**src/rtl/xif_copro_issue_stage.sv**
```systemverilog
// xif_copro_issue_stage
//   Front end of the XIF coprocessor. Decodes offloaded instructions, holds
//   accepted ones in an in-order buffer until the core commits or kills them,
//   then hands committed entries to the execution stage (valid/ready).
// Ports:
//   clk_i, rst_ni             clock, synchronous active-low reset
//   issue_*                   XIF issue request / response
//   commit_*                  XIF commit/kill strobe
//   ex_valid_o, ex_ready_i    dispatch handshake to the execution stage
//   ex_operand_{a,b}_o        rs1 / rs2 of the head entry
//   ex_operator_o, ex_tag_o   decoded op and {id, rd} of the head entry

package xif_copro_pkg;
  typedef enum logic [1:0] {
    OP_NONE   = 2'd0,
    OP_BITREV = 2'd1
  } copro_op_e;
endpackage

module xif_copro_issue_stage
  import xif_copro_pkg::*;
#(
  parameter int XLEN     = 64,
  parameter int ID_WIDTH = 4,
  parameter int DEPTH    = 2
) (
  input  logic                  clk_i,
  input  logic                  rst_ni,
  input  logic                  issue_valid_i,
  output logic                  issue_ready_o,
  input  logic [31:0]           issue_instr_i,
  input  logic [ID_WIDTH-1:0]   issue_id_i,
  input  logic [XLEN-1:0]       issue_rs1_i,
  input  logic [XLEN-1:0]       issue_rs2_i,
  input  logic [1:0]            issue_rs_valid_i,
  output logic                  issue_accept_o,
  output logic                  issue_writeback_o,
  input  logic                  commit_valid_i,
  input  logic [ID_WIDTH-1:0]   commit_id_i,
  input  logic                  commit_kill_i,
  output logic                  ex_valid_o,
  input  logic                  ex_ready_i,
  output logic [XLEN-1:0]       ex_operand_a_o,
  output logic [XLEN-1:0]       ex_operand_b_o,
  output copro_op_e             ex_operator_o,
  output logic [ID_WIDTH+4:0]   ex_tag_o
);
  localparam int PW = $clog2(DEPTH);

  typedef struct packed {
    logic [ID_WIDTH-1:0] id;
    logic [4:0]          rd;
    copro_op_e           op;
    logic [XLEN-1:0]     rs1;
    logic [XLEN-1:0]     rs2;
    logic                committed;
    logic                killed;
  } entry_t;

  entry_t [DEPTH-1:0] ent_q, ent_d;
  logic [PW-1:0]      head_q, head_d, tail_q, tail_d;
  logic [PW:0]        count_q, count_d;

  // rs1/rs2 register fields and rs2-valid play no part in this op set.
  logic unused_ok;
  assign unused_ok = ^{issue_instr_i[24:15], issue_rs_valid_i[1]};

  // Decode
  copro_op_e dec_op;
  logic      dec_ok;
  always_comb begin
    dec_op = OP_NONE;
    if (issue_instr_i[6:0] == 7'b0001011 && issue_instr_i[14:12] == 3'b000 &&
        issue_instr_i[31:25] == 7'b0000000)
      dec_op = OP_BITREV;
  end
  assign dec_ok = (dec_op != OP_NONE);

  // Issue handshake. Unrecognised words are consumed (ready=1) but rejected;
  // recognised ones stall until there is a free slot and rs1 is available.
  logic has_room, push;
  assign has_room          = (count_q < (PW+1)'(DEPTH));
  assign push              = issue_valid_i & dec_ok & has_room & issue_rs_valid_i[0];
  assign issue_accept_o    = push;
  assign issue_writeback_o = push;
  assign issue_ready_o     = issue_valid_i & (~dec_ok | (has_room & issue_rs_valid_i[0]));

  // Head control
  entry_t head;
  logic   nonempty, kill_pop, pop;
  assign head       = ent_q[head_q];
  assign nonempty   = (count_q != '0);
  assign kill_pop   = nonempty & head.killed;
  assign ex_valid_o = nonempty & head.committed & ~head.killed;
  assign pop        = kill_pop | (ex_valid_o & ex_ready_i);

  assign ex_operand_a_o = ex_valid_o ? head.rs1 : '0;
  assign ex_operand_b_o = ex_valid_o ? head.rs2 : '0;
  assign ex_operator_o  = ex_valid_o ? head.op : OP_NONE;
  assign ex_tag_o       = ex_valid_o ? {head.id, head.rd} : '0;

  // Slot occupancy derived from head/count so no per-entry valid flop is needed.
  logic [DEPTH-1:0] slot_vld;
  always_comb begin
    slot_vld = '0;
    for (int i = 0; i < DEPTH; i++)
      slot_vld[i] = ({1'b0, PW'(i) - head_q} < count_q);
  end

  always_comb begin
    ent_d   = ent_q;
    head_d  = head_q;
    tail_d  = tail_q;
    count_d = count_q + {{PW{1'b0}}, push} - {{PW{1'b0}}, pop};

    // Commit/kill every live entry with a matching id; a killed entry is final.
    for (int i = 0; i < DEPTH; i++) begin
      if (commit_valid_i && slot_vld[i] && ent_q[i].id == commit_id_i && !ent_q[i].killed) begin
        if (commit_kill_i) ent_d[i].killed    = 1'b1;
        else               ent_d[i].committed = 1'b1;
      end
    end

    // The pushed slot is free, so no commit above can collide with it.
    if (push) begin
      ent_d[tail_q].id        = issue_id_i;
      ent_d[tail_q].rd        = issue_instr_i[11:7];
      ent_d[tail_q].op        = dec_op;
      ent_d[tail_q].rs1       = issue_rs1_i;
      ent_d[tail_q].rs2       = issue_rs2_i;
      ent_d[tail_q].committed = commit_valid_i & (commit_id_i == issue_id_i) & ~commit_kill_i;
      ent_d[tail_q].killed    = commit_valid_i & (commit_id_i == issue_id_i) &  commit_kill_i;
      tail_d = tail_q + PW'(1);
    end

    if (pop) head_d = head_q + PW'(1);
  end

  always_ff @(posedge clk_i) begin
    if (!rst_ni) begin
      ent_q   <= '0;
      head_q  <= '0;
      tail_q  <= '0;
      count_q <= '0;
    end else begin
      ent_q   <= ent_d;
      head_q  <= head_d;
      tail_q  <= tail_d;
      count_q <= count_d;
    end
  end
endmodule

```
**config.mk**
```make
export PLATFORM = sky130hd
export DESIGN_NAME = xif_copro_issue_stage
export DESIGN_NICKNAME = d
export VERILOG_FILES = /design/src/rtl/xif_copro_issue_stage.sv
export SDC_FILE = /design/constraint.sdc
export NUM_CORES = 1
export LEC_CHECK = 0
export CORE_MARGIN = 8
export CORE_UTILIZATION = 50
export CTS_CLUSTER_DIAMETER = 40
export DETAILED_ROUTE_END_ITERATION = 10
export GPL_TIMING_DRIVEN = 0
export PLACE_DENSITY = 0.81
export SETUP_SLACK_MARGIN = 0.1
export SLEW_MARGIN = 10
export SYNTH_ARGS = -nofsm -noshare
export SYNTH_HDL_FRONTEND = slang
export SYNTH_SLANG_ARGS = --single-unit
```
**constraint.sdc**
```tcl
create_clock -name clk_i -period 3.1 [get_ports clk_i]
set_clock_uncertainty 0.15 [all_clocks]
set_input_delay 0.31 -clock clk_i [delete_from_list [all_inputs] [get_ports clk_i]]
set_output_delay 0.31 -clock clk_i [all_outputs]
set_load 0.1 [all_outputs]
```
Word-level counts from Yosys, hierarchy flattened
Index checks and enable logic that the tools add are counted.
{"block": "op_classes", "addsub": 6, "mul": 0, "div_mod_pow": 0, "magnitude_cmp": 6, "eq_ne": 4, "n_shift": 0, "n_mux": 35, "n_bitwise": 17, "n_reduce_logical": 15}
{"cell": "$bwmux W282", "count": 7}
{"cell": "$demux W141 S1", "count": 7}
{"cell": "$mux W141", "count": 3}
{"cell": "$mux W143", "count": 1}
{"cell": "$mux W137", "count": 1}
{"cell": "$mux W132", "count": 1}
{"cell": "$mux W130", "count": 1}
{"cell": "$mux W64", "count": 2}
{"cell": "$mux W66", "count": 1}
{"cell": "$and A1 B1 Y1", "count": 12}
{"cell": "$eq A4 B4 Y1", "count": 3}
{"cell": "$logic_and A1 B1 Y1", "count": 9}
{"cell": "$mux W9", "count": 1}
{"cell": "$mux W2", "count": 4}
{"cell": "$eq A7 B4 Y1 const B", "count": 1}
{"cell": "$logic_not A7 Y1", "count": 1}
{"cell": "$mux W1", "count": 6}
{"cell": "$lt A1 B2 Y1", "count": 2}
{"cell": "$lt A1 B2 Y1 const B", "count": 2}
{"cell": "$reduce_bool A2 Y1", "count": 2}
{"cell": "$logic_not A3 Y1", "count": 1}
{"cell": "$not A1 Y1", "count": 3}
{"cell": "$add A1 B1 Y1 const B", "count": 2}
{"cell": "$add A2 B1 Y2", "count": 1}
{"cell": "other kinds (6)", "count": 9}
{"block": "totals", "regBits": 286, "latchBits": 0, "mem_bits_rw": 0, "romBits": 0, "in_bits": 176, "output_inout_bits": 143, "elab_cells": 100, "memories": 0}

Depth between registers and ports, before layout
Gate-level depths: netlist of the first run.
{"block": "logic_depth", "ltp_word": 14, "depth_mapped": 9, "depth_no_buf": 8}

Worst setup path before layout of the first run
Ideal clock, no wire load.
{"block": "synth_path", "path_kind": "input to output", "from": "in issue_instr_i[27]", "to": "out issue_writeback_o", "t_arrival_ns": 3.642, "required_ns": 2.640, "path_slack_ns": -1.002, "stages": 4, "path_buffers": 1, "cell_sequence": "nor4b_1 > nand3b_1 > nor3_1 > buf_4"}
{"block": "synth_between", "elab_chain_cells": 7}
{"element": "start: declaration", "line_no": "31", "text": "input logic [31:0] issue_instr_i,"}
{"element": "$logic_not A7 Y1", "line_no": "74", "text": "issue_instr_i[31:25] == 7'b0000000)"}
{"element": "$logic_and A1 B1 Y1", "line_no": "73", "text": "if (issue_instr_i[6:0] == 7'b0001011 && issue_instr_i[14:12] == 3'b000 &&"}
{"element": "$mux W1", "line_no": "73"}
{"element": "$reduce_bool A2 Y1", "line_no": "77", "text": "assign dec_ok = (dec_op != OP_NONE);"}
{"element": "$and A1 B1 Y1 (3 in a row)", "line_no": "83", "text": "assign push = issue_valid_i & dec_ok & has_room & issue_rs_valid_i[0];"}
{"element": "end: declaration", "line_no": "37", "text": "output logic issue_writeback_o,"}
No other way between the ends.

Worst setup path after layout of the first run
{"block": "layout_path", "from": "reg head_q", "to": "out ex_operand_b_o[0]"}
{"block": "layout_between", "elab_chain_cells": 5, "elab_cells_between_ends": 6, "cone_classes": "mux: 3; bitwise: 3"}
{"element": "start: declaration", "line_no": "61", "text": "logic [PW-1:0] head_q, head_d, tail_q, tail_d;"}
{"element": "start signal: assignment", "line_no": "142", "text": "head_q <= '0;"}
{"element": "start signal: assignment", "line_no": "147", "text": "head_q <= head_d;"}
{"element": "$mux W141 (not written as such) * (2 in a row)", "line_no": "91", "text": "assign head = ent_q[head_q];"}
{"element": "$and A1 B1 Y1 or $not A1 Y1 (tied branches)", "line_no": "94", "text": "assign ex_valid_o = nonempty & head.committed & ~head.killed;"}
{"element": "$and A1 B1 Y1", "line_no": "94"}
{"element": "$mux W64 *", "line_no": "98", "text": "assign ex_operand_b_o = ex_valid_o ? head.rs2 : '0;"}
{"element": "end: declaration", "line_no": "44", "text": "output logic [XLEN-1:0] ex_operand_b_o,"}
Mark *: on every way between the ends. The rest lies on a longest branch, timed or not. The select of a mux whose other input is x is not followed.

==> summary.md, run 1 <==
| Metric | Value |
|---|---|
| Status | finished, final reports clean |
| CP Cell Sequence | clkbuf_2 > and3b_1 > o21ai_4 > clkbuf_8 > clkbuf_4 > nor2_2 > clkbuf_4 |
| Maximum Capacitance Violations | 0 |
| Number of setup violations in the final report | 0 |
| Sequential-to-total area share from yosys stat | around 45% |
| Drc violations | 0 |
| Critical-path top delay cell | clkbuf_4 |
| Clock-pin slew on the worst setup and hold paths | 0.06 ns |
| CTS tree | built |
| Die area | 31,050 um^2 |
| Wire length of the first global-routing pass | 65,360 um |
| Final instance area | 17,770 um^2 |
| H-tree depth | 2 |
| Core ar. | 25,180 um^2 |
| Final Max Slew Viols | 0 |
| Max Freq | 342.3 MHz |
| CTS sink cnt | around 290 |
| Reg area | around 5700 um^2 |
| Maximum VDD drop | 0.4370 mV |
| Startpoint Class | flip-flop |
| Starting density of the core | 50.97% |
| CTS Root Cell | clkbuf_16 |
| Hold crit path type | input pin to flip-flop |
| Worst setup margin | 0.1787 ns |
| Detailed placer's ending HPWL | between 20,000 and 30,000 um |
| Clock Path Buffers | 3 |
| CP Capture Type | output pin |
| Die Height | 176.2 um |
| Number of enable flip-flop cells after synthesis | 0 |
| Synth area leaders | dfxtp_1 (45%), nand2_1 (16%), mux2i_1 (11%) |
| Final wirelength | 41,510 um |
| NumNets Final | between 2,000 and 2,500 |
| DIE WIDTH | 176.2 um |
| Finished Core Util | between 70% and 80% |
| Drt first pass iters | 5 |
| Initial DRC count | 939 |
| Total track usage | about a quarter |
| Vias in the first global route | between 10,000 and 15,000 |
| Leak pwr | 0.005801 uW |
| Final Cycle Share | between 90% and 100% |
| GR Overflow Total | 0 |
| Biggest area consumer among synthesized cells | dfxtp_1 |
| Fraction of registers with async set or reset after synthesis | 0% |
| Initial antenna violation count | 9 |
| RD Place Congestion | roughly 0.84 |
| Compound-Gate Fraction of Synth Area | 16.65% |
| Multiplexer area fraction after synthesis | between 10% and 20% |
| Filler cell count | 2,060 |
| Placed Instance Area | about 17,000 um^2 |
| Synthesis-stage register bit count | 286 |
| Worst path max stage delay | 0.30 ns |
| Power Density | slightly below 500 nW/um^2 |
| Post-CTS Setup Bufs | 0 |
| CP max FO | 10 |
| Top Ports | 319 |
| Relative slew margins | 31.58% |
| Multi-input gate area | 6819 um^2 |
| Syn Inst Count | 1,583 |
| Port Buffers | 306 |
| Adder-cell area share of the yosys netlist | 0.09748% |
| Worst slew pin tran | 1.030 ns |
| Vias per std cell | approximately 5.3 |
| Synthesis Warnings | 0 |
| CP required | 2.64 ns |
| Antenna Nets Post-Route | 0 |
| Top cell by count, worst path | clkbuf_4 |
| R2R cell count | 6 |
| Yosys cell types | 38 |
| Synthesized area | 12,830 um^2 |
| Via count | roughly 12,000 |
| Num CTS Buffers | 40 |
| Synth Area per Inst | 8.108 um^2 |
| Setup WS pre-CTS | -1.088 ns |
| Hold Crit Depth | 3 |
| Yosys top cell area share | 44.61% |
| TNS Setup | 0 ns |
| Fin crit period | just under 3 ns |
| Simple-Gate Fraction of Synth Area | 22.16% |
| RSZ-0062 raised after global routing | no |
| Post-Synth XOR/XNOR Area | 1.024% |
| Setup CP Type | flip-flop to output pin |
| Layout cell share with drive strength beyond 1 | about a fifth |
| Largest family of logic cells by synthesized area | simple AND/OR/NAND/NOR gates |
| Largest net degree at the start of global routing | 14 |
| # rows | 58 |
| Synth Flop Type | dfxtp_1 |
| Worst Path Arrival | 2.46 ns |
| Wire per inst | between 15 and 20 um |
| Area growth, synth to finish | 38.42% |
| Syn_nets | 1,760 |
| Final Hold Viols | 0 |
| Pwr Total | 8691 uW |
| Worst-Skew Late Latency | between 0.5 and 0.6 ns |
==> per-stage QoR <==
step / hold WS (ns) / cells
floorplan: 0.2800 / 1583
global placement: 0.2856 / 2219
detailed placement: 0.2917 / 2219
CTS: 0.2024 / 2292
global route: 0.2238 / 2298
finish: 0.2196 / 2299
==> path summary, 6_finish.rpt <==
check,endpoint,slack [ns],start
worst max-delay path,ex_operand_b_o[0],0.18,head_q
worst min-delay path,flip-flop,0.22,issue_rs1_i[1]
worst max register to register,flip-flop,0.37,count_q[1]
worst min register to register,flip-flop,0.30,flip-flop
==> critical path, delay by kind of cell (launching register included) <==
kind | cells | cell delay, ns
flip-flops | 1 | 0.29
AND/OR/NAND/NOR | 2 | 0.34
AO/OA/AOI/OAI | 1 | 0.23
buffers and inverters | 4 | 1.05
==> layout by cell type (no fill, tap or decap), types with 3 or more instances in the layout <==
cell type	netlist	layout
a21boi_0	156	156
a21boi_1	118	118
buf_2	50	67
buf_4	1	36
buf_6	2	3
bufinv_16	0	4
clkbuf_1	71	44
clkbuf_16	0	41
clkbuf_2	0	16
clkbuf_4	0	74
clkbuf_8	0	5
clkdlybuf4s15_2	0	28
clkdlybuf4s50_1	0	163
clkinv_2	0	6
clkinv_4	0	3
clkinvlp_4	0	4
dfxtp_1	286	286
diode_2	0	7
inv_1	3	3
inv_6	0	6
mux2i_1	141	141
nand2_1	555	555
nor2_1	140	40
nor2_2	0	100
nor4_1	4	4
nor4_2	3	3
nor4b_1	3	3
o21a_1	3	3
o22ai_1	4	4
or4_1	3	3
xnor2_1	6	6
xor2_1	9	9
==> cell usage after synthesis (all sizes together), types with 2 or more instances <==
master and n:
a21boi 274, and2 2, and3 2, buf 54, clkbuf 71, dfxtp 286, inv 3, mux2i 141
nand2 555, nand3b 2, nor2 140, nor2b 2, nor3 2, nor3b 2, nor4 7, nor4b 4
o21a 3, o21ai 2, o22ai 4, or4 3, xnor2 6, xor2 9
==> per-layer routing <==
metal | routed length [um] | vias up | GRT usage [%] | share of wire [%]
met5 | 23 | - | 0 | 0.055
met4 | 1350 | 4 | 10.70 | 3.3
met3 | 2740 | 77 | 5.319 | 6.6
met2 | 20090 | 446 | 43.33 | 48
met1 | 17300 | 5792 | 32.00 | 42
li1 | - | 5877 | - | -
==> power breakdown <==
part | internal [uW] | switching, uW | total [uW]
sequential | 3680 | 0.00215 | 3680
clock | 2880 | 1740 | 4620
combinational | 246 | 148 | 393
==> what timing repair did <==
item                       4_1_cts  5_1_grt
hold buffers                     0        0
gates cloned                     0        0
setup endpoints to repair      143      120
resized for setup              721       86
==> layout make-up <==
type | instances | share of cell area [%]
Clock inverter | 24 | 1.521
Inverter | 3 | 0.06338
Buffer | 125 | 3.571
Tap cell | 330 | 2.324
Antenna cell | 7 | 0.09860
Timing Repair Buffer | 306 | 15.64
Multi-Input combinational cell | 1169 | 38.38
Sequential cell | 286 | 32.23
Clock buffer | 49 | 6.169
==> cell families (layout without fill, tap and decap cells) <==
| logic type | after synthesis | in the layout |
|---|---|---|
| AOI/OAI and AO/OA | 286 | 286 |
| and+or+nand+nor | 725 | 725 |
| DFF | 286 | 286 |
| adders and majority gates | 1 | 1 |
| muxes | 142 | 142 |
| other | 0 | 7 |
| buffers and inverters | 128 | 507 |
| xor gates and xnor gates | 15 | 15 |
Note: power is estimated with default switching activity, not from simulation.
==> run 2: changes to the inputs <==
--- a/config.mk
+++ b/config.mk
@@ -5,7 +5,6 @@
 export SDC_FILE = /design/constraint.sdc
 export NUM_CORES = 1
 export LEC_CHECK = 0
-export CORE_MARGIN = 8
 export CORE_UTILIZATION = 50
 export CTS_CLUSTER_DIAMETER = 40
 export DETAILED_ROUTE_END_ITERATION = 10
==> run 2 against run 1 <==
Flip-flop and latch count did not move. First-iteration DRC count rose by 0.32%. Sequential share of layout area rose by 0.057 points. Global-route usage rose by 3.6 points. Register-to-register slack improved by 0.02 ns. Largest power group unchanged. Clock-buffer cell count fell by 1. Cell count fell by 0.26%. Sequential power barely moved. Via count fell by 0.19%. Highest routed layer is now met4.
==> summary.md, run 2 (synthesis results as in run 1) <==
| Metric | Value |
|---|---|
| TNS Setup | 0 ns (unchanged) |
| Sequential cell fraction of total power | 40.6% (-1.7 points) |
| Filler cell count | 2,045 (-0.73%) |
| Via count | 12,170 (-0.19%) |
| Num CTS Buffers | 39 (-2.5%) |
| Initial DRC count | 942 (+0.32%) |
| CTS tree | built |
| Initial antenna violation count | 4 (-5) |
| CP Cell Sequence | clkbuf_2 > clkbuf_4 > clkbuf_2 > mux2i_1 > nor2_2 > buf_2 |
| Number of setup violations in the final report | 0 (unchanged) |
| Final Cycle Share | 95.23% (+1.0 points) |
| Comb pwr share | 4.4% (about the same) |
| Antenna Nets Post-Route | 0 (unchanged) |
| Final wirelength | 39,140 um (-5.7%) |
| GR Overflow Total | 0 (unchanged) |
| Status | finished, final reports clean |
| Max Freq | 338.7 MHz (-1.0%) |
| CP max FO | 10 (unchanged) |
| Leak pwr | 0.005865 uW (+1.1%) |
| WHS | 0.2243 ns (+0.004658 ns) |
| Pwr Total | 9047 uW (+4.1%) |
| Drt first pass iters | 5 (unchanged) |
| Top delay family on crit path | buffers and inverters |
| Maximum Capacitance Violations | 0 (unchanged) |
| Die Height | 162.2 um (-7.9%) |
| # rows | 58 (unchanged) |
| Vias in the first global route | 11,630 (-4.3%) |
| Most common cell after layout, fill and taps aside | nand2_1 |
| Detailed placer's ending HPWL | 26,990 um (-8.1%) |
| Clock-pin slew on the worst setup and hold paths | 0.05 ns (about the same) |
| CTS Root Cell | clkbuf_16 |
| RSZ-0062 raised after global routing | yes |
| Wire per inst | 17.07 um (-5.5%) |
| Most frequent cells in the layout | nand2_1 (555), dfxtp_1 (286), clkdlybuf4s50_1 (163) |
| Wire length of the first global-routing pass | 61,380 um (-6.1%) |
| Layout cell share with drive strength beyond 1 | 20.47% (-0.17 points) |
| Total track usage | 29.47% (+3.6 points) |
| Internal | 7184 uW (+5.6%) |
| CP Capture Type | output pin |
| H-tree depth | 2 (unchanged) |
| Port Buffers | 306 (unchanged) |
| Clk pwr share | 55.0% (+1.8 points) |
| Top Ports | 319 (unchanged) |
| Startpoint Class | flip-flop |
| Final Max Slew Viols | 0 (unchanged) |
| Critical-path top delay cell | buf_2 |
| Core ar. | 25,180 um^2 (unchanged) |
| Area growth, synth to finish | 38.18% |
| # hold bufs at CTS | 0 (unchanged) |
| Worst-Skew Late Latency | 0.51 ns (about the same) |
| Worst path max stage delay | 0.45 ns (+0.15 ns) |
| Starting density of the core | 50.97% (unchanged) |
| Fin crit period | 2.952 ns (+0.03088 ns) |
| CP Buf/Inv Count | 4 (unchanged) |
| Finished Core Util | 70.43% (-0.12 points) |
| Drc violations | 0 (unchanged) |
| Hold crit path type | input pin to flip-flop |
| Final Hold Viols | 0 (unchanged) |
| Clock Path Buffers | 3 (unchanged) |
| CP required | 2.64 ns (about the same) |
| Sw Share | 20.59% (-1.1 points) |
| Top cell by count, worst path | clkbuf_2 |
| Largest net degree at the start of global routing | 15 (+1) |
| Setup CP Type | flip-flop to output pin |
| Worst slew pin tran | 0.9894 ns (-0.04095 ns) |
| Worst Path Arrival | 2.49 ns (+0.03 ns) |
| Maximum VDD drop | 0.3996 mV (-8.6%) |
| Die area | 26,310 um^2 (-15%) |
| Vias per std cell | 5.309 (about the same) |
| Power Density | 510.1 nW/um^2 (+4.3%) |
| Non-filler cells, final | 2,293 (-0.26%) |
| CTS sink cnt | 286 (unchanged) |
| Switching pwr | 1862 uW (-1.2%) |
| Relative slew margins | 34.30% (+2.7 points) |
| RD Place Congestion | 0.8608 (+3.0%) |
| DIE WIDTH | 162.2 um (-7.9%) |
| Inst Count DP | 2,219 (unchanged) |
| NumNets Final | 2,107 (-0.047%) |
[run 2: repair_timing]
| action | 4_1_cts | 5_1_grt |
|---|---|---|
| setup buffers | 0 | 0 |
| setup endpoints to repair | 143 | 177 |
| gates resized for setup | 709 | 60 |
[run 2: cell type report]
cell class	instances	area (um^2)	area share (%)
Sequential cell	286	5725	32.28
Timing Repair Buffer	306	2674	15.08
Tap cell	330	412.9	2.328
Inverter	3	11.26	0.06350
Antenna cell	4	10.01	0.05644
Buffer	125	633.1	3.570
Clock buffer	48	1082	6.103
Multi-Input combinational cell	1169	6807	38.38
Clock inverter	22	379.1	2.138
[run 2: power groups by stage]
stage,clock network (uW),registers [uW],logic [uW]
final,4970,3680,396
after global routing,5190,3670,415
after CTS,5030,3680,392
after detailed placement,0,3760,389
after global placement,0,3760,389
after floorplan,0,3760,104
[run 2: worst paths after layout]
| check | from | cells past startpoint | endpoint | slack, ns |
|---|---|---|---|---|
| worst max register to register | count_q[1] | 6 | flip-flop | 0.39 |
| worst max-delay path | head_q | 6 | ex_operator_o[0] | 0.15 |
| worst min register to register | flip-flop | 2 | flip-flop | 0.30 |
| worst min-delay path | issue_rs1_i[6] | 3 | flip-flop | 0.22 |
[run 2: worst min-delay path, stage by stage]
cell	delay, ns
clkdlybuf4s50_1	0.42
nand2_1	0.06
a21boi_1	0.05
[run 2: metrics by stage]
step                      setup slack (ns)  area (um^2)
after floorplan                    0.01164        13090
after global placement              -1.102        16570
after detailed placement            -1.130        16570
after CTS                          0.09656        17640
after global routing               0.06133        17730
final                               0.1478        17730
[run 2: layer usage]
layer / up-vias / GRT usage (%) / part of all wire [%]
met1: 5778 / 39.44 / 43
li1: 5877 / - / -
met3: 98 / 4.316 / 6.2
met5: - / 0 / 0
met2: 420 / 47.78 / 47
met4: 0 / 11.58 / 3.6
